`src/rtl/proc_pkg.sv`:
```
// Shared definitions for the multicycle processor core and its instruction sequencer:
// opcode encodings, instruction field positions and the sequencer state type.
package proc_pkg;

    localparam int OP_HI = 15;
    localparam int OP_LO = 13;
    localparam int X_HI  = 12;
    localparam int X_LO  = 10;
    localparam int Y_HI  = 9;
    localparam int Y_LO  = 7;

    localparam logic [2:0] OP_MV   = 3'b000;
    localparam logic [2:0] OP_MVI  = 3'b001;
    localparam logic [2:0] OP_ADD  = 3'b010;
    localparam logic [2:0] OP_SUB  = 3'b011;
    localparam logic [2:0] OP_HALT = 3'b111;

    typedef enum logic [2:0] {
        IDLE,
        FETCH,
        IMM,
        WAIT,
        ADV,
        HALTED,
        ERROR
    } seq_state_t;

    function automatic logic [2:0] opcode(input logic [15:0] word);
        return word[OP_HI:OP_LO];
    endfunction

endpackage

```
`src/rtl/prog_ram.sv`:
```
// Program store: synchronous write port for the loader, two asynchronous read ports
// so the current word and the following (immediate) word are both available.
module prog_ram #(
    parameter int AW = 4,
    parameter int W  = 16
) (
    input  logic          clock,
    input  logic          we,
    input  logic [AW-1:0] waddr,
    input  logic [W-1:0]  wdata,
    input  logic [AW-1:0] raddr0,
    output logic [W-1:0]  rdata0,
    input  logic [AW-1:0] raddr1,
    output logic [W-1:0]  rdata1
);

    logic [W-1:0] mem [2**AW];

    always_ff @(posedge clock) begin
        if (we) begin
            mem[waddr] <= wdata;
        end
    end

    assign rdata0 = mem[raddr0];
    assign rdata1 = mem[raddr1];

endmodule

```
`src/rtl/prog_sequencer.sv`:
```
// Instruction supplier for the multicycle core: steps a PC through program RAM,
// pulses Run with each opcode, supplies mvi immediates and waits (with watchdog) for Done.
module prog_sequencer
    import proc_pkg::*;
#(
    parameter int AW      = 4,
    parameter int W       = 16,
    parameter int TIMEOUT = 15
) (
    input  logic          Clock,
    input  logic          Reset,
    input  logic          Start,
    input  logic          LdEn,
    input  logic [AW-1:0] LdAddr,
    input  logic [W-1:0]  LdData,
    input  logic          Done,
    output logic [W-1:0]  DIN,
    output logic          Run,
    output logic          Busy,
    output logic          Halted,
    output logic          Error,
    output logic [AW-1:0] PC
);

    localparam int WDW = $clog2(TIMEOUT + 1);

    seq_state_t     state, state_nxt;
    logic [AW-1:0]  pc_nxt;
    logic [AW-1:0]  pc_plus1;
    logic [WDW-1:0] wdog, wdog_nxt, wdog_inc;
    logic           mvi, mvi_nxt;
    logic [W-1:0]   word_pc, word_pc1;
    logic [2:0]     op;
    logic           busy;

    assign pc_plus1 = PC + AW'(1);
    assign wdog_inc = wdog + WDW'(1);
    assign op       = opcode(word_pc);

    prog_ram #(
        .AW(AW),
        .W (W)
    ) u_ram (
        .clock (Clock),
        .we    (LdEn && !busy),
        .waddr (LdAddr),
        .wdata (LdData),
        .raddr0(PC),
        .rdata0(word_pc),
        .raddr1(pc_plus1),
        .rdata1(word_pc1)
    );

    always_ff @(posedge Clock or posedge Reset) begin
        if (Reset) begin
            state <= IDLE;
            PC    <= '0;
            wdog  <= '0;
            mvi   <= 1'b0;
        end else begin
            state <= state_nxt;
            PC    <= pc_nxt;
            wdog  <= wdog_nxt;
            mvi   <= mvi_nxt;
        end
    end

    always_comb begin
        state_nxt = state;
        pc_nxt    = PC;
        wdog_nxt  = wdog;
        mvi_nxt   = mvi;
        case (state)
            IDLE, HALTED, ERROR: begin
                if (Start) begin
                    pc_nxt    = '0;
                    state_nxt = FETCH;
                end
            end
            FETCH: begin
                wdog_nxt = '0;
                if (op == OP_HALT) begin
                    state_nxt = HALTED;
                end else begin
                    mvi_nxt   = (op == OP_MVI);
                    state_nxt = (op == OP_MVI) ? IMM : WAIT;
                end
            end
            IMM: begin
                state_nxt = Done ? ADV : WAIT;
            end
            WAIT: begin
                if (Done) begin
                    state_nxt = ADV;
                end else begin
                    wdog_nxt = wdog_inc;
                    if (wdog_inc == WDW'(TIMEOUT)) begin
                        state_nxt = ERROR;
                    end
                end
            end
            ADV: begin
                pc_nxt    = mvi ? PC + AW'(2) : pc_plus1;
                state_nxt = FETCH;
            end
            default: state_nxt = IDLE;
        endcase
    end

    // Outputs decode the state register directly, so Run falls with the async Reset.
    always_comb begin
        DIN    = '0;
        Run    = 1'b0;
        busy   = 1'b0;
        Halted = 1'b0;
        Error  = 1'b0;
        case (state)
            FETCH: begin
                DIN  = word_pc;
                Run  = (op != OP_HALT);
                busy = 1'b1;
            end
            IMM: begin
                DIN  = word_pc1;
                busy = 1'b1;
            end
            WAIT: begin
                DIN  = word_pc;
                busy = 1'b1;
            end
            ADV:     busy   = 1'b1;
            HALTED:  Halted = 1'b1;
            ERROR:   Error  = 1'b1;
            default: ;
        endcase
    end

    assign Busy = busy;

endmodule

```
`config.mk`:
```
export PLATFORM = sky130hd
export DESIGN_NAME = prog_sequencer
export DESIGN_NICKNAME = d
export VERILOG_FILES = /design/src/rtl/proc_pkg.sv /design/src/rtl/prog_ram.sv /design/src/rtl/prog_sequencer.sv
export SDC_FILE = /design/constraint.sdc
export NUM_CORES = 1
export LEC_CHECK = 0
export CAP_MARGIN = 5
export CELL_PAD_IN_SITES_DETAIL_PLACEMENT = 1
export CELL_PAD_IN_SITES_GLOBAL_PLACEMENT = 1
export CORE_MARGIN = 2
export CORE_UTILIZATION = 27
export CTS_CLUSTER_DIAMETER = 30
export DETAILED_ROUTE_END_ITERATION = 7
export HOLD_SLACK_MARGIN = 0.08
export PLACE_DENSITY = 0.52
export SLEW_MARGIN = 15
export SYNTH_ARGS = -nofsm -noshare
export SYNTH_HDL_FRONTEND = slang
export SYNTH_HIERARCHICAL = 1
export SYNTH_SLANG_ARGS = --single-unit
```
`constraint.sdc`:
```
create_clock -name Clock -period 8.15 [get_ports Clock]
set_input_delay 1.63 -clock Clock [delete_from_list [all_inputs] [get_ports Clock]]
set_output_delay 1.63 -clock Clock [all_outputs]
set_load 0.01 [all_outputs]
```
# --- After elaboration in Yosys (flattened, before gate mapping) ---
# Memories as Yosys holds them, arrays and structs flattened.
# Index checks and enable logic that the tools add are counted.
word_totals:
  n_memories: 1
  regBits: 12
  ramBits: 256
  word_cells: 53
  input_bits: 25
  output_inout_bits: 24
classes:
  add_sub_neg: 3
  bitwise: 1
  muxes: 19
  n_reduce_logical: 12
  eq_ne: 13
mem_list:
  columns: ["name", "words", "width", "read_ports", "rd_ports_with_merged_regs", "wr", "line", "source"]
  rows:
  - ["u_ram.mem", 16, 16, 2, 0, 1, "prog_ram.sv:17", "logic [W-1:0] mem [2**AW];"]
ops:
  columns: ["op", "count"]
  rows:
  - ["$pmux 16 s2", 1]
  - ["$pmux 4 s2", 2]
  - ["$mux 3", 5]
  - ["$pmux 3 s5", 1]
  - ["$eq 3x3->1 const B", 4]
  - ["$mux 4", 3]
  - ["$add 4x1->4 const B", 2]
  - ["$reduce_and 2->1", 4]
  - ["$mux 1", 7]
  - ["$eq 3x1->1 const B", 2]
  - ["$eq 3x2->1 const B", 2]
  - ["$ne 3x3->1 const B", 2]
  - ["$add 4x2->4 const B", 1]
  - ["$eq 4x4->1 const B", 1]
  - ["$ne 2x2->1 const B", 2]
  - ["$reduce_bool 2->1", 2]
  - ["$reduce_or 4->1", 1]
  - ["$logic_not 3->1", 1]
  - ["$reduce_or 3->1", 1]
  - ["$reduce_or 2->1", 1]
  - ["$logic_and 1x1->1", 1]
  - ["$logic_not 1->1", 1]
  - ["$not 1->1", 1]

# --- Depth between registers and ports, before layout ---
depth:
  ltp_word: 7
  mapped_depth: 9
  mapped_depth_nobuf: 7

# --- Modules after synthesis ---
# Netlist, hierarchy kept.
by_module_without_submodules:
  columns: ["mod", "cells_each", "area_per_inst_um2", "n_inst"]
  rows:
  - ["prog_ram", 553, 11673.7, 1]
  - ["prog_sequencer", 119, 1084.8, 1]

# --- Worst setup path after synthesis ---
# OpenSTA, ideal clock, no wires.
synth_timing:
  path_type: "in2reg"
  from: "input LdEn"
  to: "memory u_ram.mem[0][0] (enable)"
  t_arrival_ns: 3.473
  setup_ns: 0.409
  stages: 3
  required_ns: 7.741
  slack_ns: 4.267
  cell_sequence: "nor2b_1 or3b_2 nor3_1"
synth_via:
  elab_chain_len: 3
synth_rtl:
  columns: ["element", "line", "source"]
  rows:
  - ["from (decl)", "prog_sequencer.sv:13", "input logic LdEn,"]
  - ["$logic_and 1x1->1", "prog_sequencer.sv:45", ".we (LdEn && !busy),"]
  - ["$mux 1", "prog_ram.sv:20", "if (we) begin"]
  - ["$mux 1 (implied by the code)", "prog_ram.sv:21", "mem[waddr] <= wdata;"]
  - ["to (decl)", "prog_ram.sv:17", null]
# No other way between the ends.

# --- Worst setup path in the final report ---
layout_timing:
  from: "register PC[0]"
  to: "output Run"
layout_via:
  elab_chain_len: 3
layout_rtl:
  columns: ["element", "line", "source"]
  rows:
  - ["from (decl)", "prog_sequencer.sv:22", "output logic [AW-1:0] PC"]
  - ["from (signal assigned)", "prog_sequencer.sv:62", "PC <= pc_nxt;"]
  - ["$mem_v2 16x16", null, null]
  - ["via word_pc[13]", "prog_sequencer.sv:32", "logic [W-1:0] word_pc, word_pc1;"]
  - ["$ne 3x3->1", "prog_sequencer.sv:120", "Run = (op != OP_HALT);"]
  - ["$mux 1", "prog_sequencer.sv:117", "case (state)"]
  - ["to (decl)", "prog_sequencer.sv:18", "output logic Run,"]
# The timed path passes the listed nets, and every way through them passes these cells.

==> reports/results.tsv <==
stage	metric	value	unit
clock_network	later-pin clock latency in the skew report	0.58	ns
worst_setup_path	Slowest cell on crit path	buf_4	
final_layout	commonest non-fill, non-tap cells in the layout	edfxtp_1, mux4_2, a22oi_1	
global_routing	gr ovfl total	0	
final_layout	Multi-input gate area	4480	um2
clock_network	TritonCTS clock tree	yes	
global_routing	global-route wire length before repair	54000	um
floorplanning	std cell rows	79	
place	GPL Wtd Cong	0.721	
worst_setup_path	worst-path cell chain	buf_4 > mux4_2 > a22oi_1 > nand2_1 > a311oi_2 > nand2_1 > inv_1 > clkdlybuf4s50_1	
power_and_ir_drop	PwrDens	370	nW/um2
timing	Final Max Slew Viols	0	
routing	DR DRC count	0	
routing	first-iteration detailed-routing DRC count	559	
final_layout	Reg area	8000	um2
timing	FMAX	0.164	GHz
floorplanning	Die ar.	49000	um2
worst_setup_path	Critical Path End Type	output port	
worst_setup_path	crit-path max FO	47	
worst_setup_path	Crit path buffers/inverters	3	
logic_synthesis	register area share after synthesis	62.6	%
global_routing	grt met3 use	3.33	%
logic_synthesis	Ys Warns	6	
place	hpwl dp	21200	um
worst_setup_path	stages on the worst setup path	8	
clock_network	clk buf depth	3	
worst_setup_path	startpoint types	flop	
worst_setup_path	Slowest Stage Delay on Critical Path	0.84	ns
power_and_ir_drop	Lkg Pwr	5.07	nW
place	Port Buffers	48	
global_routing	number of global-route vias before repair	7998	
global_routing	most used routing layer	met2	
final_layout	Layout Nets	785	
global_routing	initial antenna violation count	2	
worst_setup_path	critical setup path kind	flop to output port	
floorplanning	Die Y	221	um
final_layout	most common cell after layout, fill and taps aside	edfxtp_1	
place	dpl cell area	13900	um2
floorplanning	total I/O pin count	49	
clock_network	clk sinks	268	
worst_setup_path	Worst Path Required	6.52	ns
logic_synthesis	Unique masters post-synth	52	
final_layout	final non-filler cell area	15900	um2
routing	vias per cell	5.19	
final_layout	layout cells sized above 1	32.5	%
routing	DR WL/cell	25.8	um
clock_network	Hold-fix buffers, CTS	0	
routing	first-pass detailed-route iteration total	5	
routing	total wire length	36500	um
routing	via count	7322	
timing	clk_skew	0.0146	ns
logic_synthesis	Mapped Area	12800	um2
clock_network	H-tree depth	2	
logic_synthesis	register bit total from synthesis	268	
worst_setup_path	Most common cell on crit path	nand2_1	
timing	Setup TNS Final	0	ns
final_layout	n_diodes	0	
final_layout	Post-Route Utilization	34.1	%
global_routing	pin count of the biggest net entering global routing	55	
timing	final hold viol count	0	
timing	# setup viols final	0	
global_routing	GR Util met1	20.4	%
floorplanning	Core Footprint	46600	um2
floorplanning	Starting Density	27.4	%
floorplanning	chip width	221	um
power_and_ir_drop	Peak VDD IR	0.000225	V
hold_path	hold path cells	1	
routing	Routed Antenna Nets	0	
clock_network	Clock Tree Root	clkbuf_16	
timing	Tcrit/Tclk final	74.6	%
final_layout	Layout fillers	4636	
timing	min Tclk post-route	6.08	ns
logic_synthesis	syn nets	701	
final_layout	area grow syn2layout	24.4	%
logic_synthesis	Avg Cell Area, Syn	19.0	um2
timing	RSZ-0062 raised after global routing	false	
clock_network	clock-pin slew on the worst setup and hold paths	0.05	ns
outcome	outcome	complete, no violations	
hold_path	Hold Crit Class	flop to flop	
clock_network	Gates resized, CTS repair	0	
global_routing	Tot GR Track Use	14.9	%
clock_network	clock buffer count from CTS	58	
flow_run	Max Cap Violations	0	
timing	max_slew headroom	17.3	%
worst_setup_path	Worst Path Arrival	4.45	ns
worst_setup_path	CP delay by family, top	buffers and inverters	
logic_synthesis	Post-Synthesis Cells	672	
timing	Worst-Margin Slew	1.23	ns
global_routing	met2 Usage GRT	24.1	%
worst_setup_path	R2R cell count	5	
clock_network	postcts setup bufs	0	
==> cell families after synthesis <==
family / after synthesis / synth area share [%]
AO/OA/AOI/OAI: 109 / 6.54
flip-flops: 268 / 62.6
adder cells (fa/ha/maj): 4 / 0.392
AND/OR/NAND/NOR: 100 / 3.97
multiplexers: 129 / 23.3
buffers and inverters: 58 / 2.89
XOR/XNOR: 4 / 0.334
==> metrics by stage <==
stage / power [mW] / worst slack, ns / hold WS [ns] / cells
global placement: 3.66 / 2.51 / 0.551 / 1303
global route: 6.17 / 1.75 / 0.606 / 1412
finish: 5.88 / 2.07 / 0.571 / 1412
detailed placement: 3.67 / 2.55 / 0.566 / 1303
CTS: 5.97 / 1.92 / 0.578 / 1412
floorplan: 3.10 / 4.27 / 0.504 / 672
==> synthesized netlist by cell type (all sizes together) <==
cell type | instances | area [um2]
a22oi | 65 | 488
a31o | 1 | 8.76
nor2b | 8 | 50.1
nor3 | 7 | 51.3
dfrtp | 12 | 300
o221a | 1 | 20.0
nor3b | 1 | 7.51
o2bb2ai | 2 | 17.5
nand2 | 42 | 163
a22o | 17 | 149
o21a | 1 | 7.51
nand3 | 3 | 15.0
or3b | 2 | 20.0
and3 | 2 | 12.5
nand4b | 2 | 17.5
nand3b | 3 | 22.5
edfxtp | 256 | 7690
a21oi | 5 | 25.0
or2 | 1 | 8.76
buf | 35 | 264
nand2b | 5 | 31.3
o31ai | 3 | 22.5
a41oi | 1 | 8.76
nor2 | 20 | 82.6
a2111oi | 1 | 15.0
clkbuf | 14 | 62.6
a311oi | 1 | 15.0
and2 | 3 | 18.8
xnor2 | 3 | 33.8
mux4 | 128 | 2960
xor2 | 1 | 8.76
or3 | 1 | 6.26
ha | 4 | 50.1
inv | 8 | 30.0
dlymetal6s2s | 1 | 12.5
mux2i | 1 | 10.0
o22ai | 2 | 12.5
o21ai | 9 | 45.0
==> final timing paths <==
kind,start,to,slack [ns]
max,PC[0],Run,2.07
min,wdog[2],wdog[2],0.57
max reg2reg,state[2],u_ram/mem[0][0],4.57
min reg2reg,wdog[2],wdog[2],0.57
max in group asynchronous,Reset,PC[0],6.35
min in group asynchronous,Reset,PC[2],1.40
==> layout make-up <==
type	count	area share (%)
sequential	268	50.4
multi-input combinational	346	28.2
clock buffer	66	9.34
clock inverter	43	2.78
timing repair buffer	74	4.26
inverter	8	0.205
tap	607	4.79
==> power breakdown <==
group	leakage [nW]	total [mW]	switching (mW)	internal (mW)
sequential	2.46	1.71	0.139	1.57
combinational	1.69	1.90	0.916	0.981
clock	0.920	2.27	0.773	1.50
==> flip-flops by register name (all words and copies together), names as in the netlist <==
name       flops
u_ram/mem    256
PC             4
wdog           4
state          3
mvi            1
==> routing by layer <==
metal  vias to the layer above  routed length (um)
met3                        67                2440
met4                         2                 713
met2                       235               17600
met1                      3916               15800
li1                       3102                   -
met5                         -                  16
(Power assumes the default switching activity.)
